**config.mk**
```make
export PLATFORM = sky130hd
export DESIGN_NAME = detonator_seq_ctrl_flat
export DESIGN_NICKNAME = d
export VERILOG_FILES = /design/src/rtl/detonator_seq_ctrl_if.sv /design/src/rtl/detonator_seq_ctrl.sv /design/src/flat_wrapper.sv
export SDC_FILE = /design/constraint.sdc
export NUM_CORES = 1
export LEC_CHECK = 0
export ABC_AREA = 1
export CORE_MARGIN = 2
export CORE_UTILIZATION = 32
export DETAILED_ROUTE_END_ITERATION = 10
export DONT_BUFFER_PORTS = 1
export RECOVER_POWER = 100
export SLEW_MARGIN = 5
export SYNTH_ARGS = -nofsm -noshare
export SYNTH_HDL_FRONTEND = slang
export SYNTH_SLANG_ARGS = --single-unit
```
**constraint.sdc**
```tcl
create_clock -name clk -period 2.9 [get_ports clk]
set_clock_uncertainty 0.2 [all_clocks]
set_input_delay 0.58 -clock clk [delete_from_list [all_inputs] [get_ports clk]]
set_output_delay 0.58 -clock clk [all_outputs]
set_load 0.005 [all_outputs]
```
**src/rtl/detonator_seq_ctrl_if.sv**
```systemverilog
// Key/status bundle between the debounced keypad front end and the
// detonator sequencing controller. The master side drives the key pulses
// and the digit bus; the slave side (the controller) drives state and lamps.
interface detonator_seq_ctrl_if;
    logic       setup_p;
    logic       ready_p;
    logic       fire_p;
    logic       sure_p;
    logic       confirm_p;
    logic       wait_p;
    logic [3:0] digit;
    logic [2:0] state;
    logic [2:0] digit_cnt;
    logic [3:0] last_digit;
    logic [2:0] tries_left;
    logic       lt;
    logic       bt;
    logic       rt;
    logic       fired;
    logic       err;

    modport master (
        output setup_p, ready_p, fire_p, sure_p, confirm_p, wait_p, digit,
        input  state, digit_cnt, last_digit, tries_left, lt, bt, rt, fired, err
    );

    modport slave (
        input  setup_p, ready_p, fire_p, sure_p, confirm_p, wait_p, digit,
        output state, digit_cnt, last_digit, tries_left, lt, bt, rt, fired, err
    );
endinterface

```
**src/rtl/detonator_seq_ctrl.sv**
```systemverilog
// Sequencing controller for the numeric code detonator: stores a code in
// SET, arms, collects and compares the firing code, counts wrong attempts
// and enforces a timed lockout. All outputs are registered.
// Optional feature: define DETONATOR_ENTRY_TIMEOUT_EN to give up on code
// entry after TIMEOUT_CYC idle cycles (counted as a wrong attempt).
module detonator_seq_ctrl #(
    parameter int CODE_LEN    = 4,
    parameter int MAX_TRIES   = 3,
    parameter int TIMEOUT_CYC = 1000,
    parameter int LOCK_CYC    = 5000
) (
    input logic clk,
    input logic rst,
    detonator_seq_ctrl_if.slave bus
);
    localparam int TMAX = (TIMEOUT_CYC > LOCK_CYC) ? TIMEOUT_CYC : LOCK_CYC;
    localparam int TW   = $clog2(TMAX + 1);
    localparam logic [2:0] CL = 3'(CODE_LEN);

    typedef enum logic [2:0] {
        S_IDLE  = 3'd0,
        S_SET   = 3'd1,
        S_ARMED = 3'd2,
        S_ENTRY = 3'd3,
        S_CHECK = 3'd4,
        S_FIRED = 3'd5,
        S_LOCK  = 3'd6
    } state_t;

    state_t                     r_state, w_stateNext;
    logic [2:0]                 r_digitCnt, w_digitCntNext;
    logic [3:0]                 r_lastDigit, w_lastDigitNext;
    logic [2:0]                 r_triesLeft, w_triesLeftNext;
    logic                       r_fired, w_firedNext;
    logic                       r_err, w_errNext;
    logic                       r_lt, r_bt, r_rt;
    logic [CODE_LEN-1:0][3:0]   r_code, w_codeNext;
    logic [CODE_LEN-1:0][3:0]   r_entry, w_entryNext;
    logic [TW-1:0]              r_timer, w_timerNext;
    logic                       r_forceMis, w_forceMisNext;

    logic w_wait, w_cmd, w_setup, w_ready, w_fire, w_sure, w_confirm;
    logic w_digitOk, w_bufFull, w_codeMatch;

    // Resolve same-cycle pulses: wait beats commands, commands beat confirm.
    assign w_wait      = bus.wait_p;
    assign w_cmd       = bus.setup_p | bus.ready_p | bus.fire_p | bus.sure_p;
    assign w_setup     = bus.setup_p & ~w_wait;
    assign w_ready     = bus.ready_p & ~w_wait;
    assign w_fire      = bus.fire_p  & ~w_wait;
    assign w_sure      = bus.sure_p  & ~w_wait;
    assign w_confirm   = bus.confirm_p & ~w_wait & ~w_cmd;
    assign w_digitOk   = (bus.digit <= 4'd9);
    assign w_bufFull   = (r_digitCnt == CL);
    assign w_codeMatch = (r_code == r_entry);

    // Next-state and datapath decisions for every state.
    always_comb begin
        w_stateNext     = r_state;
        w_digitCntNext  = r_digitCnt;
        w_lastDigitNext = r_lastDigit;
        w_triesLeftNext = r_triesLeft;
        w_firedNext     = 1'b0;
        w_errNext       = 1'b0;
        w_codeNext      = r_code;
        w_entryNext     = r_entry;
        w_timerNext     = r_timer;
        w_forceMisNext  = r_forceMis;
        case (r_state)
            S_IDLE: begin
                if (w_setup) begin
                    w_stateNext    = S_SET;
                    w_codeNext     = '0;
                    w_digitCntNext = '0;
                end
            end
            S_SET: begin
                if (w_wait) begin
                    w_stateNext    = S_IDLE;
                    w_codeNext     = '0;
                    w_digitCntNext = '0;
                end else if (w_ready) begin
                    if (w_bufFull) begin
                        w_stateNext     = S_ARMED;
                        w_triesLeftNext = 3'(MAX_TRIES);
                        w_digitCntNext  = '0;
                    end else begin
                        w_errNext = 1'b1;
                    end
                end else if (w_confirm) begin
                    if (w_digitOk && !w_bufFull) begin
                        for (int i = 0; i < CODE_LEN; i++) begin
                            if (3'(i) == r_digitCnt) w_codeNext[i] = bus.digit;
                        end
                        w_digitCntNext  = r_digitCnt + 3'd1;
                        w_lastDigitNext = bus.digit;
                    end else begin
                        w_errNext = 1'b1;
                    end
                end
            end
            S_ARMED: begin
                if (w_wait) begin
                    w_stateNext    = S_IDLE;
                    w_codeNext     = '0;
                    w_digitCntNext = '0;
                end else if (w_fire) begin
                    w_stateNext    = S_ENTRY;
                    w_entryNext    = '0;
                    w_digitCntNext = '0;
                    w_timerNext    = TW'(TIMEOUT_CYC);
                end
            end
            S_ENTRY: begin
                if (w_wait) begin
                    w_stateNext    = S_ARMED;
                    w_digitCntNext = '0;
                end else if (w_sure && w_bufFull) begin
                    w_stateNext = S_CHECK;
                end else if (w_confirm && w_digitOk && !w_bufFull) begin
                    for (int i = 0; i < CODE_LEN; i++) begin
                        if (3'(i) == r_digitCnt) w_entryNext[i] = bus.digit;
                    end
                    w_digitCntNext  = r_digitCnt + 3'd1;
                    w_lastDigitNext = bus.digit;
                    w_timerNext     = TW'(TIMEOUT_CYC);
                end else begin
                    if (w_sure || w_confirm) w_errNext = 1'b1;
`ifdef DETONATOR_ENTRY_TIMEOUT_EN
                    if (r_timer <= TW'(1)) begin
                        w_stateNext    = S_CHECK;
                        w_forceMisNext = 1'b1;
                    end else begin
                        w_timerNext = r_timer - TW'(1);
                    end
`endif
                end
            end
            S_CHECK: begin
                w_forceMisNext = 1'b0;
                if (w_codeMatch && !r_forceMis) begin
                    w_stateNext = S_FIRED;
                    w_firedNext = 1'b1;
                end else begin
                    w_errNext       = 1'b1;
                    w_digitCntNext  = '0;
                    w_triesLeftNext = (r_triesLeft != 3'd0) ? r_triesLeft - 3'd1 : 3'd0;
                    if (r_triesLeft <= 3'd1) begin
                        w_stateNext = S_LOCK;
                        w_timerNext = TW'(LOCK_CYC);
                    end else begin
                        w_stateNext = S_ARMED;
                    end
                end
            end
            S_FIRED: begin
                w_stateNext = S_FIRED;
            end
            S_LOCK: begin
                if (r_timer <= TW'(1)) begin
                    w_stateNext    = S_IDLE;
                    w_codeNext     = '0;
                    w_entryNext    = '0;
                    w_digitCntNext = '0;
                end else begin
                    w_timerNext = r_timer - TW'(1);
                end
            end
            default: begin
                w_stateNext = S_IDLE;
            end
        endcase
    end

    // State and output registers; lamps are decoded from the next state so they line up with it.
    always_ff @(posedge clk or posedge rst) begin
        if (rst) begin
            r_state     <= S_IDLE;
            r_digitCnt  <= '0;
            r_lastDigit <= '0;
            r_triesLeft <= '0;
            r_fired     <= 1'b0;
            r_err       <= 1'b0;
            r_lt        <= 1'b1;
            r_bt        <= 1'b0;
            r_rt        <= 1'b0;
            r_code      <= '0;
            r_entry     <= '0;
            r_timer     <= '0;
            r_forceMis  <= 1'b0;
        end else begin
            r_state     <= w_stateNext;
            r_digitCnt  <= w_digitCntNext;
            r_lastDigit <= w_lastDigitNext;
            r_triesLeft <= w_triesLeftNext;
            r_fired     <= w_firedNext;
            r_err       <= w_errNext;
            r_lt        <= (w_stateNext == S_IDLE);
            r_bt        <= (w_stateNext == S_ARMED) || (w_stateNext == S_ENTRY);
            r_rt        <= (w_stateNext == S_FIRED) || (w_stateNext == S_LOCK);
            r_code      <= w_codeNext;
            r_entry     <= w_entryNext;
            r_timer     <= w_timerNext;
            r_forceMis  <= w_forceMisNext;
        end
    end

    assign bus.state      = r_state;
    assign bus.digit_cnt  = r_digitCnt;
    assign bus.last_digit = r_lastDigit;
    assign bus.tries_left = r_triesLeft;
    assign bus.lt         = r_lt;
    assign bus.bt         = r_bt;
    assign bus.rt         = r_rt;
    assign bus.fired      = r_fired;
    assign bus.err        = r_err;
endmodule

```
**src/flat_wrapper.sv**
```systemverilog
// flat-port wrapper written by rule: the top's interface ports become plain ports
module detonator_seq_ctrl_flat 
#(
    parameter int CODE_LEN    = 4,
    parameter int MAX_TRIES   = 3,
    parameter int TIMEOUT_CYC = 1000,
    parameter int LOCK_CYC    = 5000
)
  (clk, rst, bus_setup_p, bus_ready_p, bus_fire_p, bus_sure_p, bus_confirm_p, bus_wait_p, bus_digit, bus_state, bus_digit_cnt, bus_last_digit, bus_tries_left, bus_lt, bus_bt, bus_rt, bus_fired, bus_err);
  detonator_seq_ctrl_if bus_i ();
  input logic clk;
  input logic rst;
  input wire logic [$bits(bus_i.setup_p)-1:0] bus_setup_p;
  input wire logic [$bits(bus_i.ready_p)-1:0] bus_ready_p;
  input wire logic [$bits(bus_i.fire_p)-1:0] bus_fire_p;
  input wire logic [$bits(bus_i.sure_p)-1:0] bus_sure_p;
  input wire logic [$bits(bus_i.confirm_p)-1:0] bus_confirm_p;
  input wire logic [$bits(bus_i.wait_p)-1:0] bus_wait_p;
  input wire logic [$bits(bus_i.digit)-1:0] bus_digit;
  output wire logic [$bits(bus_i.state)-1:0] bus_state;
  output wire logic [$bits(bus_i.digit_cnt)-1:0] bus_digit_cnt;
  output wire logic [$bits(bus_i.last_digit)-1:0] bus_last_digit;
  output wire logic [$bits(bus_i.tries_left)-1:0] bus_tries_left;
  output wire logic [$bits(bus_i.lt)-1:0] bus_lt;
  output wire logic [$bits(bus_i.bt)-1:0] bus_bt;
  output wire logic [$bits(bus_i.rt)-1:0] bus_rt;
  output wire logic [$bits(bus_i.fired)-1:0] bus_fired;
  output wire logic [$bits(bus_i.err)-1:0] bus_err;
  assign bus_i.setup_p = bus_setup_p;
  assign bus_i.ready_p = bus_ready_p;
  assign bus_i.fire_p = bus_fire_p;
  assign bus_i.sure_p = bus_sure_p;
  assign bus_i.confirm_p = bus_confirm_p;
  assign bus_i.wait_p = bus_wait_p;
  assign bus_i.digit = bus_digit;
  assign bus_state = bus_i.state;
  assign bus_digit_cnt = bus_i.digit_cnt;
  assign bus_last_digit = bus_i.last_digit;
  assign bus_tries_left = bus_i.tries_left;
  assign bus_lt = bus_i.lt;
  assign bus_bt = bus_i.bt;
  assign bus_rt = bus_i.rt;
  assign bus_fired = bus_i.fired;
  assign bus_err = bus_i.err;
  detonator_seq_ctrl #(.CODE_LEN(CODE_LEN), .MAX_TRIES(MAX_TRIES), .TIMEOUT_CYC(TIMEOUT_CYC), .LOCK_CYC(LOCK_CYC)) u_core (.clk(clk), .rst(rst), .bus(bus_i));
endmodule
```
-- Word level (Yosys, flattened, before mapping)
Cells that the tools add are included.
W data, S select, Z words.
- reductions and logical operators: 30
- $add $sub $neg: 3
- bitwise logic cells: 11
- multiplexer cells: 80
- magnitude comparators: 3
- equal/unequal tests: 49
- operators with widths (operator ; count):
    $mux W16 ; 12
    $mux W13 ; 8
    $mux W3 ; 29
    $reduce_and A8 Y1 ; 9
    $pmux W16 S4 ; 1
    $pmux W13 S4 ; 1
    $pmux W16 S3 ; 1
    $mux W4 ; 11
    $ne A2 B1 Y1 const B ; 13
    $ne A3 B2 Y1 const B ; 8
    $pmux W3 S7 ; 1
    $eq A3 B3 Y1 const B ; 6
    $pmux W3 S6 ; 1
    $eq A16 B16 Y1 ; 1
    $ne A2 B2 Y1 const B ; 8
    $le A13 B1 Y1 const B ; 1
    $sub A13 B1 Y13 const B ; 1
    $eq A3 B2 Y1 const B ; 4
    $mux W1 ; 12
    $reduce_and A10 Y1 ; 1
    $logic_not A3 Y1 ; 3
    $reduce_and A9 Y1 ; 1
    $ne A4 B2 Y1 const B ; 2
    $pmux W4 S2 ; 1
    other kinds (22) ; 40
- output and inout bits: 18
- bits in registers: 63

-- Longest topological paths before layout
Gate-level depths: netlist of run 1.
- word-level depth: 11
- gate-level depth with buffers: 12
- depth with buffers taken out: 12

-- Worst setup path before layout of run 1
Ideal clock, no wire load.
- path type: input port to flip-flop
- from: input bus_digit[2]
- to: register u_core.r_timer[10]
- arrival time: 1.640 ns
- path slack: 0.942 ns
- buffers on the path: 1
- required time: 2.582 ns
- stages: 11
- library setup time: 0.118 ns
- cell sequence: o21ai_0 > inv_1 > nor2_1 > nand2_1 > nand2_1 > nand2_1 > nor2_4 > nand2_2 > buf_4 > nand2_1 > nand2_1
- longest elaborated chain between the ends: 5
- RTL lines (what ; RTL line ; text):
    from (decl) ; flat_wrapper.sv:19 ; input wire logic [$bits(bus_i.digit)-1:0] bus_digit;
    $le A4 B4 Y1 ; detonator_seq_ctrl.sv:53 ; assign w_digitOk = (bus.digit <= 4'd9);
    $logic_and A1 B1 Y1 (2 in series) ; detonator_seq_ctrl.sv:120 ; end else if (w_confirm && w_digitOk && !w_bufFull) begin
    $ne A2 B1 Y1 (no source line) ; n/a ;
    $reduce_and A9 Y1 (no source line) ; n/a ;
    to (signal assigned) ; detonator_seq_ctrl.sv:203 ; r_timer <= w_timerNext;
    to (decl) ; detonator_seq_ctrl.sv:39 ; logic [TW-1:0] r_timer, w_timerNext;
No other way between the ends.
A chain may end at the register's enable or synchronous reset.

-- Worst setup path in the final report of run 1
- from: register u_core.r_state[1] (netlist: u_core.bus.state[1])
- to: register u_core.r_timer[1]
- longest elaborated chain between the ends: 3
- RTL lines (what ; RTL line ; text):
    from (decl) ; detonator_seq_ctrl.sv:30 ; state_t r_state, w_stateNext;
    from (signal assigned) ; detonator_seq_ctrl.sv:192 ; r_state <= w_stateNext;
    $eq A3 B3 Y1 or $eq A3 B2 Y1 (tied branches) ; detonator_seq_ctrl.sv:69 ; case (r_state)
    $ne A2 B2 Y1 (no source line), or another cell as far along ; n/a ;
    $reduce_and A9 Y1 (no source line) ; n/a ;
Parallel ways exist; a longest one is shown, timed or not.

==> impl_metrics.ini, run 1 <==
[setup_path]
cpPeakStageDelay_ps = 490
critical_path.slowest_cell = clkbuf_1
crit_type = flip-flop to flip-flop
required_ps = 2920
arrival_ps = 2610
crit_family = buffers and inverters
cp_common_cell = nand2_1
critPathBufInv = 3
cp-start-kind = flip-flop
worstPathCellList = clkbuf_1 > nand2_1 > inv_1 > nand2_1 > nand2_1 > nor2_1 > clkbuf_2 > nand3_1 > nand2_1
cp_max_fo = 11
cp-end-kind = flip-flop

[global_routing]
grt_max_degree = 64
grt_pass1_wl_mm = 16.4
overflow = 0
grt_usage_pct = 16.3
antenna_found_initial = 0
grt_pass1_vias = 3341

[yosys]
ys_ff_latch = 63
avgSynthCellArea_um2 = 7.00
syn-num-nets = 556
syn-instance-count = 535
synth.top_cell.area_share_pct = 41.4
syn_area_um2 = 3740
synth_top_area_cell = dfrtp_1
synth_area_leaders = dfrtp_1 41%, nand2_1 19%, inv_1 6.8%
yosysSeqAreaShare_pct = 42.1
synth.distinct_cells = 33
ys_warn_count = 0

[final_layout]
layout_commonest_cell = nand2_1
fin_cells = 694
diodes = 0
final_cell_mix = 185 x nand2_1, 71 x nor2_1, 69 x inv_1
post-route-util_pct = 36.5
final_nets = 567
fin_area_um2 = 4170
final_layout_size_suffix_gt1_share_pct = 6.53
synthToLayoutAreaGrowth_pct = 11.3

[timing]
fin_setup_tns_ps = 0
whs_ps = 201
final_max_slew_viol_count = 64
fmax_mhz = 386
slew_headroom_pct = -7.78
tightestPinTransition_ps = 1620
grt_setup_unrepaired = false
finalCritPeriodShare_pct = 89.3
hold_violations = 0
min_period_ps = 2590
setup_viol = 0

[drt]
dr.pass1.iters = 4
vias_per_cell = 4.90
wl_per_cell_um = 13.7
vias = 3404
ant_nets = 0
drt_iter0_drc = 261
drc = 0
routed_wl_mm = 9.52

[cts]
postCtsHoldBufs = 0
cts_buffers = 9
postCtsSetupBuffers = 0
clock_path_buffers = 2
cts.sinks = 63
htreeDepth = 3
cts_tree = yes
clock-root-buffer = clkbuf_16
cts_repair_resize_count = 0
clk_latency_ps = 340
path_clk_slew_ps = 60

[floorplanning]
die-width_um = 112
die-area_um2 = 12600
core_um2 = 11400
die_h_um = 112
start_util_pct = 32.8
io_pins = 30
num_rows = 39

[power_and_ir_drop]
p_per_area_nw_per_um2 = 525
power_frac_seq_pct = 43.3
switchingPower_w = 0.000619
leakage_nw = 2.09
ir_drop_mv = 0.247
p_clk_share_pct = 46.0
p_int_w = 0.00157
p_sw_share_pct = 28.3
power.share.combinational_pct = 10.6

[place]
place_inst = 678
placed_area_um2 = 3940
place_hpwl_mm = 6.87
io_buffers = 0
place.gp.congestion = 0.848

[hold_path]
hold_path_class = input pin to flip-flop

[run_status]
violations = max-capacitance violations, max-slew violations
status = complete, but fails checks

[job]
max_cap_viol_count = 1
-- logic make-up after synthesis --
logic type	after synthesis	share of synthesized area [%]
buf+inv	78	8.09
xor+xnor	10	2.34
compound gates	65	9.73
flops	63	42.1
simple gates	310	34.7
fa+ha+maj	9	3.01
-- metal layers --
layer | share of wire, % | vias to the layer above | track usage, %
li1 | - | 1705 | -
met1 | 47 | 1594 | 22.1
met2 | 45 | 89 | 24.9
met3 | 5.4 | 16 | 4.27
met4 | 2.0 | 0 | 6.50
met5 | 0 | - | 0
-- through the flow --
step	setup slack [ps]	total power, W
6_report	310	0.00219
5_1_grt	95.8	0.00230
4_1_cts	485	0.00222
3_5_place_dp	505	0.00120
3_3_place_gp	590	0.00120
2_1_floorplan	552	0.00113
-- worst reg2reg max path, stage by stage (launching register included) --
cell      delay, ps
dfrtp_1         410
clkbuf_1        490
nand2_1         280
inv_1           360
nand2_1         130
nand2_1          90
nor2_1          100
clkbuf_2        230
nand3_1         120
nand2_1          70
-- registers in the layout, indices dropped and copies added, names as in the netlist --
register	cells
u_core.r_code	16
u_core.r_entry	16
u_core.bus.digit_cnt	3
u_core.bus.bt	1
u_core.bus.state	3
u_core.bus.rt	1
u_core.bus.lt	1
u_core.bus.err	1
u_core.bus.tries_left	3
u_core.bus.last_digit	4
u_core.bus.fired	1
u_core.r_timer	13
-- layout make-up --
class	count	area (um2)
well taps	143	179
fillers	1226	7250
inverters	73	274
multi-input cells	394	1830
clock buffers	10	229
flip-flops and latches	63	1580
clock inverters	6	45.0
repair buffers	5	28.8
-- final timing paths --
| check | cells after the start | slack [ps] | endpoint | startpoint |
|---|---|---|---|---|
| worst max register to register | 9 | 310 | u_core.r_timer[1] | u_core.bus.state[1] |
| worst min register to register | 2 | 280 | u_core.r_timer[1] | u_core.r_timer[1] |
| worst max-delay path | 9 | 310 | u_core.r_timer[1] | u_core.bus.state[1] |
| max in group asynchronous | 2 | 1040 | u_core.bus.bt | rst |
| min in group asynchronous | 2 | 520 | u_core.r_entry[11] | rst |
| worst min-delay path | 2 | 200 | u_core.bus.last_digit[2] | bus_digit[2] |
-- synth_stat cells, drive strengths merged --
master	instances
nand2	187
nor2	74
inv	73
dfrtp	62
o21ai	46
nand3	34
ha	9
a21oi	8
xor2	8
nand4	7
nor3	5
a211oi	4
buf	4
o211ai	2
or2	2
xnor2	2
a211o	1
a22oi	1
a31oi	1
and2	1
clkbuf	1
dfstp	1
o2111ai	1
o22ai	1
-- power groups by stage --
stage	clock, W	sequential (W)	combinational (W)
global placement	0	0.000962	0.000234
finish	0.00101	0.000947	0.000232
global route	0.00108	0.000952	0.000272
CTS	0.00103	0.000947	0.000239
floorplan	0	0.000953	0.000182
detailed placement	0	0.000962	0.000238
Power figures use the tool's default switching activity.
==> run 2: changes to the inputs <==
--- a/config.mk
+++ b/config.mk
@@ -6,6 +6,7 @@
 export NUM_CORES = 1
 export LEC_CHECK = 0
 export ABC_AREA = 1
+export CAP_MARGIN = 20
 export CORE_MARGIN = 2
 export CORE_UTILIZATION = 32
 export DETAILED_ROUTE_END_ITERATION = 10
==> results of run 2 <==
Final layout, timing and power as in run 1 (identical DEF).
==> run 3: changes to the inputs <==
--- a/config.mk
+++ b/config.mk
@@ -12,7 +12,6 @@
 export DETAILED_ROUTE_END_ITERATION = 10
 export DONT_BUFFER_PORTS = 1
 export RECOVER_POWER = 100
-export SLEW_MARGIN = 5
 export SYNTH_ARGS = -nofsm -noshare
 export SYNTH_HDL_FRONTEND = slang
 export SYNTH_SLANG_ARGS = --single-unit
==> results of run 3 <==
Final layout, timing and power as in run 1 (identical DEF).
